### config.mk
export PLATFORM = sky130hd
export DESIGN_NAME = cp0_unit
export DESIGN_NICKNAME = d
export VERILOG_FILES = /design/src/rtl/cp0_pkg.sv /design/src/rtl/irq_sync.sv /design/src/rtl/cp0_unit.sv
export SDC_FILE = /design/constraint.sdc
export NUM_CORES = 1
export LEC_CHECK = 0
export ABC_AREA = 1
export CORE_ASPECT_RATIO = 0.9
export CORE_MARGIN = 4
export CORE_UTILIZATION = 45
export CTS_BUF_LIST = sky130_fd_sc_hd__clkbuf_8
export CTS_CLUSTER_DIAMETER = 50
export DETAILED_ROUTE_END_ITERATION = 7
export GPL_TIMING_DRIVEN = 1
export PLACE_DENSITY = 0.7
export SKIP_CTS_REPAIR_TIMING = 1
export SYNTH_ARGS = -nofsm -noshare
export SYNTH_HDL_FRONTEND = slang
export SYNTH_SLANG_ARGS = --single-unit
### constraint.sdc
create_clock -name clk -period 4.2 [get_ports clk]
set_input_delay 0.84 -clock clk [delete_from_list [all_inputs] [get_ports clk]]
set_output_delay 0.84 -clock clk [all_outputs]
set_load 0.05 [all_outputs]
### src/rtl/cp0_pkg.sv
// Shared definitions for the coprocessor-0 exception unit: cause codes,
// c0 register indices, STATUS/CAUSE bit positions and the default vector.
package cp0_pkg;

  typedef enum logic [2:0] {
    CAUSE_NONE = 3'b000,
    CAUSE_OVF  = 3'b001,
    CAUSE_PRIV = 3'b010,
    CAUSE_ILL  = 3'b011,
    CAUSE_IRQ  = 3'b100,
    CAUSE_TMR  = 3'b101,
    CAUSE_DBL  = 3'b110
  } cause_e;

  localparam logic [4:0] C0_STATUS   = 5'd0;
  localparam logic [4:0] C0_CAUSE    = 5'd1;
  localparam logic [4:0] C0_EPC      = 5'd2;
  localparam logic [4:0] C0_COUNT    = 5'd3;
  localparam logic [4:0] C0_COMPARE  = 5'd4;
  localparam logic [4:0] C0_SCRATCH0 = 5'd5;
  localparam logic [4:0] C0_SCRATCH1 = 5'd6;

  localparam int STATUS_KM      = 0;
  localparam int STATUS_IE      = 1;
  localparam int CAUSE_IRQ_PEND = 8;
  localparam int CAUSE_TMR_PEND = 9;

  localparam logic [31:0] EXC_VECTOR_DEF = 32'h0000_0180;

endpackage

### src/rtl/irq_sync.sv
// Multi-flop synchronizer bringing the asynchronous external irq level
// into the clk domain.
module irq_sync #(
  parameter int SYNC_STAGES = 2
) (
  input  logic clk,
  input  logic reset_n,
  input  logic irq,
  output logic irq_s
);

  logic [SYNC_STAGES-1:0] sync_q;
  logic [SYNC_STAGES-1:0] sync_d;

  always_comb begin
    sync_d = {sync_q[SYNC_STAGES-2:0], irq};
  end

  always_ff @(posedge clk or negedge reset_n) begin
    if (!reset_n) begin
      sync_q <= '0;
    end else begin
      sync_q <= sync_d;
    end
  end

  assign irq_s = sync_q[SYNC_STAGES-1];

endmodule

### src/rtl/cp0_unit.sv
// Coprocessor-0: privilege state, exception/interrupt arbitration at
// instruction boundaries, timer and the software-visible c0 registers.
module cp0_unit
  import cp0_pkg::*;
#(
  parameter int                DATA_W      = 32,
  parameter logic [DATA_W-1:0] EXC_VECTOR  = DATA_W'(EXC_VECTOR_DEF),
  parameter int                SYNC_STAGES = 2
) (
  input  logic              clk,
  input  logic              reset_n,
  input  logic              instr_valid,
  input  logic [DATA_W-1:0] pc,
  input  logic              cause_write,
  input  logic [2:0]        int_cause,
  input  logic              exit_kernel,
  input  logic              write_c0,
  input  logic [4:0]        c0_addr,
  input  logic [DATA_W-1:0] c0_wdata,
  output logic [DATA_W-1:0] c0_rdata,
  input  logic              irq,
  output logic              irq_ack,
  output logic              kernel_mode,
  output logic              exc_taken,
  output logic [DATA_W-1:0] exc_vector,
  output logic [DATA_W-1:0] epc,
  output logic              halt
);

  logic              km_q, km_d;
  logic              ie_q, ie_d;
  cause_e            code_q, code_d;
  logic [DATA_W-1:0] epc_q, epc_d;
  logic [DATA_W-1:0] count_q, count_d;
  logic [DATA_W-1:0] compare_q, compare_d;
  logic [DATA_W-1:0] scratch0_q, scratch0_d;
  logic [DATA_W-1:0] scratch1_q, scratch1_d;
  logic              tmr_pend_q, tmr_pend_d;
  logic              halt_q, halt_d;

  logic irq_pend;
  logic active, sync_exc, dbl_fault, irq_take, tmr_take, do_exit, do_write;

  irq_sync #(.SYNC_STAGES(SYNC_STAGES)) u_irq_sync (
    .clk     (clk),
    .reset_n (reset_n),
    .irq     (irq),
    .irq_s   (irq_pend)
  );

  // Strict priority: only the highest-ranked event of the cycle acts.
  always_comb begin
    active    = instr_valid && !halt_q;
    sync_exc  = active && cause_write && !km_q;
    dbl_fault = active && cause_write && km_q;
    irq_take  = active && !cause_write && irq_pend && ie_q && !km_q;
    tmr_take  = active && !cause_write && !irq_take && tmr_pend_q && ie_q && !km_q;
    do_exit   = active && !cause_write && !irq_take && !tmr_take && exit_kernel && km_q;
    do_write  = active && !cause_write && !irq_take && !tmr_take && !do_exit
                && write_c0 && km_q;
  end

  always_comb begin
    km_d       = km_q;
    ie_d       = ie_q;
    code_d     = code_q;
    epc_d      = epc_q;
    count_d    = count_q + 1'b1;
    compare_d  = compare_q;
    scratch0_d = scratch0_q;
    scratch1_d = scratch1_q;
    tmr_pend_d = tmr_pend_q;
    halt_d     = halt_q;

    if (!halt_q && (count_q == compare_q) && (compare_q != '0)) begin
      tmr_pend_d = 1'b1;
    end

    if (do_write) begin
      case (c0_addr)
        C0_STATUS: begin
          km_d = c0_wdata[STATUS_KM];
          ie_d = c0_wdata[STATUS_IE];
        end
        C0_EPC:      epc_d = c0_wdata;
        C0_COUNT:    count_d = c0_wdata;
        C0_COMPARE: begin
          compare_d  = c0_wdata;
          tmr_pend_d = 1'b0;
        end
        C0_SCRATCH0: scratch0_d = c0_wdata;
        C0_SCRATCH1: scratch1_d = c0_wdata;
        default: ;
      endcase
    end

    if (sync_exc || irq_take || tmr_take) begin
      epc_d  = pc;
      code_d = sync_exc ? cause_e'(int_cause) : (irq_take ? CAUSE_IRQ : CAUSE_TMR);
      km_d   = 1'b1;
      ie_d   = 1'b0;
    end

    if (dbl_fault) begin
      code_d = CAUSE_DBL;
      halt_d = 1'b1;
    end

    if (do_exit) begin
      km_d = 1'b0;
      ie_d = 1'b1;
    end
  end

  always_ff @(posedge clk or negedge reset_n) begin
    if (!reset_n) begin
      km_q       <= 1'b1;
      ie_q       <= 1'b0;
      code_q     <= CAUSE_NONE;
      epc_q      <= '0;
      count_q    <= '0;
      compare_q  <= '0;
      scratch0_q <= '0;
      scratch1_q <= '0;
      tmr_pend_q <= 1'b0;
      halt_q     <= 1'b0;
    end else begin
      km_q       <= km_d;
      ie_q       <= ie_d;
      code_q     <= code_d;
      epc_q      <= epc_d;
      count_q    <= count_d;
      compare_q  <= compare_d;
      scratch0_q <= scratch0_d;
      scratch1_q <= scratch1_d;
      tmr_pend_q <= tmr_pend_d;
      halt_q     <= halt_d;
    end
  end

  always_comb begin
    c0_rdata = '0;
    case (c0_addr)
      C0_STATUS: begin
        c0_rdata[STATUS_KM] = km_q;
        c0_rdata[STATUS_IE] = ie_q;
      end
      C0_CAUSE: begin
        c0_rdata[2:0]           = code_q;
        c0_rdata[CAUSE_IRQ_PEND] = irq_pend;
        c0_rdata[CAUSE_TMR_PEND] = tmr_pend_q;
      end
      C0_EPC:      c0_rdata = epc_q;
      C0_COUNT:    c0_rdata = count_q;
      C0_COMPARE:  c0_rdata = compare_q;
      C0_SCRATCH0: c0_rdata = scratch0_q;
      C0_SCRATCH1: c0_rdata = scratch1_q;
      default:     c0_rdata = '0;
    endcase
  end

  assign irq_ack     = irq_take;
  assign exc_taken   = sync_exc || irq_take || tmr_take;
  assign kernel_mode = km_q;
  assign exc_vector  = EXC_VECTOR;
  assign epc         = epc_q;
  assign halt        = halt_q;

endmodule

==> out/qor.yml <==
status: "finished, final reports clean"
reg2reg_depth: 9
r2r_start: "kernel_mode$_DFFE_PN1P_"
instances_no_fill: 1807
syn_inst: 1384
wl_microns: 32730
holdPathEnd: "u_irq_sync.sync_q[1]$_DFF_PN0_"
seq_power_share: 0.410
fmax_ghz: 0.2784
grt_usage: 0.2745
routed_wire_length_per_instance_microns: 18.11
nets: 1588
rr_endpoint: "epc[25]$_DFFE_PN0P_"
overflow: 0
skew_ps: 17.79
fin_crit_sh: 0.8553
antenna_found_initial: 0
hold_path.class: "reg -> reg"
yosys.area_share.simple: 0.3113
die_h_microns: 147.2
grt_pass1_wl_microns: 51520
critPathKind: "in -> out"
core_sq_mm: 0.02096
synth_cell_types: 36
holdPathStages: 0
endpoint_kind: "primary output"
cap_violations: 0
insertion_delay_ps: 480
cts.sinks: 169
min_period_ps: 3592
p_leak_nw: 5.879
ys_ff_latch: 169
clockRootBuffer: "clkbuf_8"
dp.cells: 1775
syn_area_per_cell_sq_um: 7.002
p_int_mw: 3.049
postRouteAntennaNets: 0
muxShareOfSynthArea: 0
gp_congestion: 0.9776
tritoncts: "yes"
std_cell_rows: 50
setup_tns_ps: 0
io_pins: 179
crit_path_max_fanout: 33
synth_area_sq_mm: 0.009691
p_sw_frac: 0.4254
drc: 0
dr.pass1.iters: 6
initial_utilization: 0.4624
cp_data_required_time_ps: 3360
drive_gt1_frac: 0.07101
hold_violations: 0
rsz0062_at_grt: "false"
vias: 9601
critPathLaunchType: "primary input"
setup_viol: 0
numCtsBuffers: 17
grt_pass1_vias: 9002
comb_power_share: 0.357
peakVddDrop_mv: 0.4215
die_x_microns: 162.7
cts_buffer_depth: 2
synth_top_family_by_area: "simple AND/OR/NAND/NOR gates"
diodes: 0
netSwitchingPower_mw: 2.257
area_growth_pct: 24.16
clkTransAtPathRegs_ps: 100
h-tree-depth: 4
drv_slew: 0
r2r_setup_slack_ps: 1380
p_per_area_mw_per_mm2: 440.9
clkPwrFrac: 0.233
grt_max_degree: 89
synth_compound_area_frac: 0.1149
ys_seq_area_frac: 0.4365
numPortBuffers: 146
die-area_sq_mm: 0.02395
max_slew_margin: 0.4352
min_from: "u_irq_sync.sync_q[0]$_DFF_PN0_"
dr.first_iter.drc_count: 1002
worst_slack_ps: 607.5
post-place-ws_ps: 632.0
via_per_inst: 5.313
cp.arrival_ps: 2750
yosysWarnings: 0
worstMarginPinSlew_ps: 847.1
place_hpwl_microns: 24790
synth-adder-area-share: 0.001291
synthXorXnorAreaFrac: 0.01808
-- power by group through the flow --
stage               Combinational (mW)  Sequential [mW]  Clock (mW)
floorplan                        0.708             2.62           0
global placement                  1.86             2.20           0
detailed placement                1.89             2.19           0
CTS                               1.90             2.17        1.25
global route                      2.03             2.21        1.33
finish                            1.89             2.18        1.24
-- cell families after synthesis --
logic type | count (synthesis)
AO/OA/AOI/OAI | 210
XOR/XNOR | 20
adder cells (fa/ha/maj) | 1
buffers and inverters | 255
flip-flops | 169
other | 2
AND/OR/NAND/NOR | 727
-- synth_stat cells, drive strengths merged --
cell type / number / area share
a21oi: 39 / 0.020
a31oi: 1 / 0.00065
buf: 56 / 0.040
clkbuf: 34 / 0.013
clkinv: 2 / 0.00077
conb: 2 / 0.00077
dfrtp: 168 / 0.43
dfstp: 1 / 0.0027
ha: 1 / 0.0013
inv: 163 / 0.063
nand2: 465 / 0.18
nand3: 144 / 0.076
nand4: 5 / 0.0032
nor2: 92 / 0.037
nor3: 19 / 0.011
nor4: 1 / 0.00065
o2111ai: 2 / 0.0018
o211ai: 19 / 0.015
o21ai: 145 / 0.075
o21bai: 1 / 0.00077
o22ai: 3 / 0.0019
or2: 1 / 0.00065
xnor2: 8 / 0.0072
xor2: 12 / 0.011
-- routing by layer --
metal	vias to the layer above	global-route usage	wire, microns
met3	37	0.07630	3620
met1	4467	0.4204	14740
met5	-	0	0
met4	0	0.05870	497
li1	4581	-	-
met2	516	0.3871	13880
-- worst max path at each step --
stage	start	end	slack (ps)	cells after the start
2_1_floorplan	instr_valid	exc_taken	880	7
3_3_place_gp	instr_valid	irq_ack	690	6
3_5_place_dp	instr_valid	irq_ack	630	6
4_1_cts	instr_valid	irq_ack	610	6
5_1_grt	c0_addr[1]	c0_rdata[17]	430	11
6_report	c0_addr[1]	c0_rdata[20]	610	11
-- through the flow --
| stage | cell area (sq um) | util | total power, mW | hold WS (ps) |
|---|---|---|---|---|
| finish | 12030 | 0.5741 | 5.305 | 361.4 |
| global route | 12030 | 0.5741 | 5.567 | 369.3 |
| CTS | 12030 | 0.5741 | 5.316 | 369.5 |
| floorplan | 9803 | - | 3.324 | 331.2 |
| detailed placement | 11620 | 0.5545 | 4.083 | 345.1 |
| global placement | 11620 | 0.5545 | 4.060 | 334.6 |
-- worst max-delay path: stages --
cell	delay [ps]
clkdlybuf4s50_1	530
inv_1	100
nor2_1	130
nand3_1	100
clkinv_1	60
buf_4	370
nand2_1	110
nand2_1	90
a21oi_1	40
o211ai_1	170
buf_12	180
-- state kept, by name (all words and copies together), names as in the netlist, 2 cells and up --
| name | count |
|---|---|
| count_q | 32 |
| code_q | 3 |
| scratch0_q | 32 |
| scratch1_q | 32 |
| compare_q | 32 |
| epc | 32 |
| u_irq_sync.sync_q | 2 |
-- area by class of cell --
| cell class | count | area (sq um) |
|---|---|---|
| Tap cell | 286 | 357.8 |
| Multi-Input combinational cell | 990 | 4441 |
| Fill cell | 1989 | 8926 |
| Inverter | 165 | 619.3 |
| Clock inverter | 15 | 176.4 |
| Clock buffer | 17 | 234.0 |
| Sequential cell | 169 | 4230 |
| Timing Repair Buffer | 165 | 1973 |
-- cells in the final DEF, fill, tap and decap left out, types with 23 or more instances in the layout --
master / n
nand3_1: 141
buf_12: 36
conb_1: 32
a21oi_1: 39
nor2_1: 87
clkdlybuf4s50_1: 112
nand2_1: 459
o21ai_1: 23
dfrtp_1: 168
o21ai_0: 122
inv_1: 158
Power figures use the tool's default switching activity.
